[src/rtl/score_pkg.sv]
// Shared glyph geometry and the digit-to-segment lookup for the score renderer.
package score_pkg;

    localparam int unsigned GLYPH_W = 12;
    localparam int unsigned GLYPH_H = 28;
    localparam int unsigned SEG_CNT = 7;

    // Segment rectangles, index 0..6 = a..g, inclusive bounds in glyph-local pixels.
    localparam int unsigned SEG_ROW_LO [SEG_CNT] = '{0, 0, 12, 24, 12, 0, 12};
    localparam int unsigned SEG_ROW_HI [SEG_CNT] = '{3, 15, 27, 27, 27, 15, 15};
    localparam int unsigned SEG_COL_LO [SEG_CNT] = '{0, 8, 8, 0, 0, 0, 0};
    localparam int unsigned SEG_COL_HI [SEG_CNT] = '{11, 11, 11, 11, 3, 3, 11};

    // Lit segments per decimal digit, bit order gfedcba.
    localparam logic [6:0] DIGIT_SEGS [10] = '{
        7'h3F, 7'h06, 7'h5B, 7'h4F, 7'h66,
        7'h6D, 7'h7D, 7'h07, 7'h7F, 7'h6F
    };

    function automatic logic [6:0] digit_segs(input logic [3:0] d);
        if (d < 4'd10) begin
            return DIGIT_SEGS[d];
        end
        return 7'd0;
    endfunction

endpackage

[src/rtl/score_glyph.sv]
// Seven-segment glyph lookup: is pixel (row, col) of this digit's cell lit.
module score_glyph
    import score_pkg::*;
(
    input  logic [3:0] digit,
    input  logic [9:0] row,
    input  logic [9:0] col,
    output logic       lit
);

    logic [6:0] segs_c;

    // Unsigned offset trick: a coordinate below the low bound wraps large and fails the test.
    always_comb begin
        segs_c = digit_segs(digit);
        lit    = 1'b0;
        for (int unsigned s = 0; s < SEG_CNT; s++) begin
            if (segs_c[s]
                && ((row - 10'(SEG_ROW_LO[s])) <= 10'(SEG_ROW_HI[s] - SEG_ROW_LO[s]))
                && ((col - 10'(SEG_COL_LO[s])) <= 10'(SEG_COL_HI[s] - SEG_COL_LO[s]))) begin
                lit = 1'b1;
            end
        end
    end

endmodule

[src/rtl/score_display.sv]
// N-digit BCD score with high-score tracking, per-frame snapshot, flashing and
// leading-zero blanking, rendered as a registered 3-bit banner pixel.
module score_display
    import score_pkg::*;
#(
    parameter int unsigned NUM_DIGITS      = 3,
    parameter int unsigned H_START         = 590,
    parameter int unsigned V_START         = 2,
    parameter int unsigned DIGIT_GAP       = 4,
    parameter bit          LEAD_ZERO_BLANK = 1'b1,
    parameter int unsigned FLASH_FRAMES    = 8,
    parameter logic [2:0]  DIGIT_COLOR     = 3'b100,
    parameter logic [2:0]  BANNER_COLOR    = 3'b000
) (
    input  logic                    i_clk,
    input  logic                    i_rst_n,
    input  logic [9:0]              i_hpos,
    input  logic [9:0]              i_vpos,
    input  logic                    i_frame_start,
    input  logic                    i_inc,
    input  logic                    i_clear,
    output logic [4*NUM_DIGITS-1:0] o_score_bcd,
    output logic [4*NUM_DIGITS-1:0] o_high_bcd,
    output logic                    o_new_high,
    output logic [2:0]              o_score_rgb
);

    localparam int unsigned SW           = 4 * NUM_DIGITS;
    localparam int unsigned CELL_PITCH   = GLYPH_W + DIGIT_GAP;
    localparam int unsigned FLASH_PERIOD = 2 * FLASH_FRAMES;
    localparam int unsigned FW           = (FLASH_PERIOD > 2) ? $clog2(FLASH_PERIOD) : 1;

    logic [SW-1:0]         score_inc_c;
    logic                  all_nines_c;
    logic                  inc_carry_c;
    logic [SW-1:0]         snap;
    logic [FW-1:0]         flash_cnt;
    logic                  visible_c;
    logic [9:0]            cell_row_c;
    logic [NUM_DIGITS-1:0] in_cell_c;
    logic [NUM_DIGITS-1:0] lit_c;
    logic [NUM_DIGITS-1:0] blank_c;
    logic                  lead_zero_c;
    logic [2:0]            rgb_c;

    // Ripple-carry BCD increment plus saturation detect.
    always_comb begin
        score_inc_c = o_score_bcd;
        all_nines_c = 1'b1;
        inc_carry_c = 1'b1;
        for (int unsigned i = 0; i < NUM_DIGITS; i++) begin
            if (o_score_bcd[4*i +: 4] != 4'd9) begin
                all_nines_c = 1'b0;
            end
            if (inc_carry_c) begin
                if (o_score_bcd[4*i +: 4] == 4'd9) begin
                    score_inc_c[4*i +: 4] = 4'd0;
                end else begin
                    score_inc_c[4*i +: 4] = o_score_bcd[4*i +: 4] + 4'd1;
                    inc_carry_c           = 1'b0;
                end
            end
        end
    end

    // Valid BCD orders the same as its packed binary value, so a plain compare is MSD-first.
    always_ff @(posedge i_clk or negedge i_rst_n) begin
        if (!i_rst_n) begin
            o_score_bcd <= '0;
            o_high_bcd  <= '0;
            o_new_high  <= 1'b0;
        end else begin
            if (i_clear) begin
                o_score_bcd <= '0;
            end else if (i_inc && !all_nines_c) begin
                o_score_bcd <= score_inc_c;
            end
            if (o_score_bcd > o_high_bcd) begin
                o_high_bcd <= o_score_bcd;
            end
            if (i_clear) begin
                o_new_high <= 1'b0;
            end else if (o_score_bcd > o_high_bcd) begin
                o_new_high <= 1'b1;
            end
        end
    end

    // Frame snapshot and flash phase counter.
    always_ff @(posedge i_clk or negedge i_rst_n) begin
        if (!i_rst_n) begin
            snap      <= '0;
            flash_cnt <= '0;
        end else begin
            if (i_frame_start) begin
                snap <= o_score_bcd;
            end
            if (!o_new_high) begin
                flash_cnt <= '0;
            end else if (i_frame_start) begin
                flash_cnt <= (flash_cnt == FW'(FLASH_PERIOD - 1)) ? '0 : flash_cnt + FW'(1);
            end
        end
    end

    assign visible_c  = !o_new_high || (flash_cnt < FW'(FLASH_FRAMES));
    assign cell_row_c = i_vpos - 10'(V_START);

    // Screen cell k shows digit NUM_DIGITS-1-k (MSD leftmost).
    for (genvar k = 0; k < NUM_DIGITS; k++) begin : g_cell
        localparam int unsigned CELL_X = H_START + k * CELL_PITCH;
        logic [9:0] col_c;

        assign col_c        = i_hpos - 10'(CELL_X);
        assign in_cell_c[k] = (col_c < 10'(GLYPH_W)) && (cell_row_c < 10'(GLYPH_H));

        score_glyph u_glyph (
            .digit (snap[4*(NUM_DIGITS-1-k) +: 4]),
            .row   (cell_row_c),
            .col   (col_c),
            .lit   (lit_c[k])
        );
    end

    always_comb begin
        lead_zero_c = 1'b1;
        blank_c     = '0;
        for (int unsigned k = 0; k < NUM_DIGITS; k++) begin
            lead_zero_c = lead_zero_c && (snap[4*(NUM_DIGITS-1-k) +: 4] == 4'd0);
            blank_c[k]  = LEAD_ZERO_BLANK && lead_zero_c && (k != NUM_DIGITS - 1);
        end
    end

    always_comb begin
        rgb_c = 3'b000;
        for (int unsigned k = 0; k < NUM_DIGITS; k++) begin
            if (in_cell_c[k]) begin
                rgb_c = (lit_c[k] && !blank_c[k] && visible_c) ? DIGIT_COLOR : BANNER_COLOR;
            end
        end
    end

    always_ff @(posedge i_clk or negedge i_rst_n) begin
        if (!i_rst_n) begin
            o_score_rgb <= 3'b000;
        end else begin
            o_score_rgb <= rgb_c;
        end
    end

endmodule

[config.mk]
export PLATFORM = sky130hd
export DESIGN_NAME = score_display
export DESIGN_NICKNAME = d
export VERILOG_FILES = /design/src/rtl/score_pkg.sv /design/src/rtl/score_glyph.sv /design/src/rtl/score_display.sv
export SDC_FILE = /design/constraint.sdc
export NUM_CORES = 1
export LEC_CHECK = 0
export CAP_MARGIN = 20
export CORE_ASPECT_RATIO = 0.5
export CORE_UTILIZATION = 61
export DETAILED_ROUTE_END_ITERATION = 8
export PLACE_DENSITY = 0.95
export SYNTH_ARGS = -nofsm -noshare
export SYNTH_HDL_FRONTEND = slang
export SYNTH_SLANG_ARGS = --single-unit
[constraint.sdc]
create_clock -name i_clk -period 3.64 [get_ports i_clk]
set_clock_uncertainty 0.05 [all_clocks]
set_input_delay 0.728 -clock i_clk [delete_from_list [all_inputs] [get_ports i_clk]]
set_output_delay 0.728 -clock i_clk [all_outputs]
set_load 0.005 [all_outputs]
==> impl_metrics.env <==
export IMPL_status="finished, final reports clean"
export IMPL_wl_per_cell_um=15.9
export IMPL_period_share=0.942
export IMPL_cp_end_kind="flip-flop"
export IMPL_clock_path_buffers=2
export IMPL_synth_most_common_cell="nand2_1"
export IMPL_fp_dieH_um=58.9
export IMPL_n_antenna_cell=0
export IMPL_insertion_delay_ns=0.28
export IMPL_grt_remaining_overflow=0
export IMPL_core_area_um2=6160
export IMPL_crit_fanout=5
export IMPL_wirelength_um=10100
export IMPL_hold_path_depth=2
export IMPL_yosys_top_cells_count="54 x nand2_1, 43 x ha_1, 43 x o21ai_0"
export IMPL_crit_type="in -> reg"
export IMPL_setup_violations=0
export IMPL_ys_ff_latch=42
export IMPL_syn2layout_area_growth_pct=21.5
export IMPL_pin_count=53
export IMPL_postCtsHoldBufs=0
export IMPL_antenna_found_initial=0
export IMPL_root_buffer="clkbuf_16"
export IMPL_whs_ns=0.513
export IMPL_num_vias=3840
export IMPL_async_reset_ff_frac=1.00
export IMPL_grt_pass1_vias=3601
export IMPL_yosysUniqueCellTypes=62
export IMPL_syn_area_per_cell_um2=8.09
export IMPL_r2r_start="o_score_bcd[1]"
export IMPL_grt_pass1_wl_um=16900
export IMPL_firstDrtPassIters=5
export IMPL_worst_setup_path_start_kind="input port"
export IMPL_relSlewSlack=0.377
export IMPL_cts_setup_buffers=0
export IMPL_critPathLaunch="i_vpos[2]"
export IMPL_regToRegEndpoint="o_score_bcd[11]"
export IMPL_clk_pin_slew_ns=0.06
export IMPL_tightestPinTransition_ns=0.935
export IMPL_routabilityCongestion=0.908
export IMPL_yosysWarningCount=0
export IMPL_final_nets=617
export IMPL_cts_tree="yes"
export IMPL_p_leak_nw=2.04
export IMPL_yosys_top_cells_area="dfrtp_1 27%, ha_1 14%, o21ai_0 5.5%, nand2_1 5.1%, inv_1 3.7%"
export IMPL_worstRegToRegCells=11
export IMPL_cts_sinks=42
export IMPL_fin_setup_tns_ns=0
export IMPL_rsz0062_at_grt="false"
export IMPL_seqPwrFrac=0.332
export IMPL_hold_violations=0
export IMPL_hp_class="reg -> reg"
export IMPL_dp_hpwl_um=6970
export IMPL_min_period_ns=3.43
export IMPL_fmax_ghz=0.292
export IMPL_p_int_mw=1.17
export IMPL_placed_cells=630
export IMPL_crit_arrival_ns=3.58
export IMPL_power_frac_clock=0.265
export IMPL_yosysTopAreaCell="dfrtp_1"
export IMPL_cts_buffers=5
export IMPL_rrSetupSlack_ns=0.90
export IMPL_fin_ws_ns=0.213
export IMPL_swShare=0.362
export IMPL_io_buffers=48
export IMPL_fin_util=0.779
export IMPL_vias_per_cell=6.02
export IMPL_vdd_ir_drop_max_uv=399
export IMPL_yosysSeqAreaShare=0.266
export IMPL_antenna_left=0
export IMPL_dieArea_um2=6810
export IMPL_netlist_area_leader_share=0.266
export IMPL_grt_start_max_net_pins=43
export IMPL_switching_power_uw=666
export IMPL_synth_edff_count=0
export IMPL_max_cap_violations=0
export IMPL_synth_flop_cell="dfrtp_1"
export IMPL_dpl_instance_area_um2=4630
export IMPL_p_per_area_nw_per_um2=383
export IMPL_drv_slew=0
export IMPL_drcViolationCount=0
export IMPL_power_total_mw=1.84
export IMPL_worstHoldStart="o_high_bcd[9]"
export IMPL_cts_resized=0
export IMPL_fin_cells=638
export IMPL_initial_core_util=0.641
export IMPL_netlist_area_um2=3950
export IMPL_htreeDepth=2
export IMPL_comb_power_share=0.403
export IMPL_first_iter_violations=427
export IMPL_synth_cells=488
export IMPL_grtUsageTotal=0.317
export IMPL_rows=20
export IMPL_drive_above_1_share=0.0964
export IMPL_postLayoutCellArea_um2=4800
export IMPL_holdPathEnd="o_high_bcd[9]"
export IMPL_place_ws_ns=-0.0317
export IMPL_required_ns=3.79
export IMPL_die_w_um=116
[flip-flops by register name, indices dropped and copies added, names as in the netlist]
register / flops
o_high_bcd: 12
o_score_bcd: 12
snap: 12
flash_cnt: 4
o_new_high: 1
o_score_rgb: 1
[worst max-delay path, stage by stage]
cell	delay, ns
clkdlybuf4s50_1	0.54
inv_1	0.06
ha_1	0.20
xnor2_1	0.15
inv_1	0.12
ha_1	0.17
nor3b_1	0.32
mux2i_1	0.16
o22ai_2	0.19
nand2_1	0.08
or3_4	0.37
a21o_1	0.17
a21o_1	0.17
o21ai_1	0.16
[logic make-up (layout without fill, tap and decap cells)]
| kind of cell | Yosys count | in the layout | share of synthesized area |
|---|---|---|---|
| adders and majority gates | 43 | 43 | 0.136 |
| DFF | 42 | 42 | 0.266 |
| buffers and inverters | 61 | 122 | 0.0678 |
| and+or+nand+nor | 181 | 181 | 0.242 |
| muxes | 10 | 10 | 0.0273 |
| xor gates and xnor gates | 21 | 21 | 0.0504 |
| AOI/OAI and AO/OA | 129 | 129 | 0.209 |
| other | 1 | 2 | 0.000950 |
[area by class of cell]
cell class,instances,area [µm²]
Fill cell,428,1360
Clock buffer,8,166
Sequential cell,42,1050
Inverter,39,146
Tap cell,88,110
Timing Repair Buffer,75,691
Multi-Input combinational cell,386,2630
[metal layers]
metal / share of wire / track usage / vias to the layer above
li1: - / - / 1857
met1: 0.47 / 0.431 / 1810
met2: 0.46 / 0.535 / 154
met3: 0.058 / 0.0494 / 19
met4: 0.017 / 0.0824 / 0
met5: 0 / 0 / -
[layout by cell type, fill, tap and decap left out, drive strengths merged, types with 3 or more instances in the layout]
master / Yosys / layout
o22ai: 5 / 5
a221oi: 4 / 4
nand4: 11 / 11
nand3: 13 / 13
mux2: 6 / 6
nor4: 5 / 5
nand2: 54 / 54
xnor2: 11 / 11
o211ai: 5 / 5
nand2b: 7 / 7
nor3b: 6 / 6
mux2i: 4 / 4
a211oi: 6 / 6
nor2: 38 / 38
buf: 10 / 28
clkdlybuf4s50: 0 / 47
ha: 43 / 43
o31ai: 3 / 3
o41ai: 3 / 3
o21ai: 45 / 45
a21o: 8 / 8
nand3b: 6 / 6
nor3: 12 / 12
inv: 39 / 39
clkbuf: 12 / 8
dfrtp: 42 / 42
a31oi: 7 / 7
xor2: 10 / 10
a21oi: 28 / 28
nor2b: 10 / 10
a21boi: 3 / 3
and3: 4 / 4
[power groups by stage]
stage	Clock (mW)	Sequential, mW	Combinational [mW]
2_1_floorplan	0	0.593	0.445
3_3_place_gp	0	0.607	0.678
3_5_place_dp	0	0.610	0.710
4_1_cts	0.486	0.607	0.731
5_1_grt	0.515	0.619	0.823
6_report	0.487	0.610	0.742
[how the worst max path moves through the flow]
stage	end	slack, ns	cells past startpoint
after floorplan	o_score_rgb[2]	0.49	13
after global placement	o_score_rgb[2]	0.01	13
after detailed placement	o_score_rgb[2]	-0.03	14
after CTS	o_score_rgb[2]	0.25	14
after global routing	o_score_rgb[2]	0.01	13
final	o_score_rgb[2]	0.21	14
(Power assumes the default switching activity.)
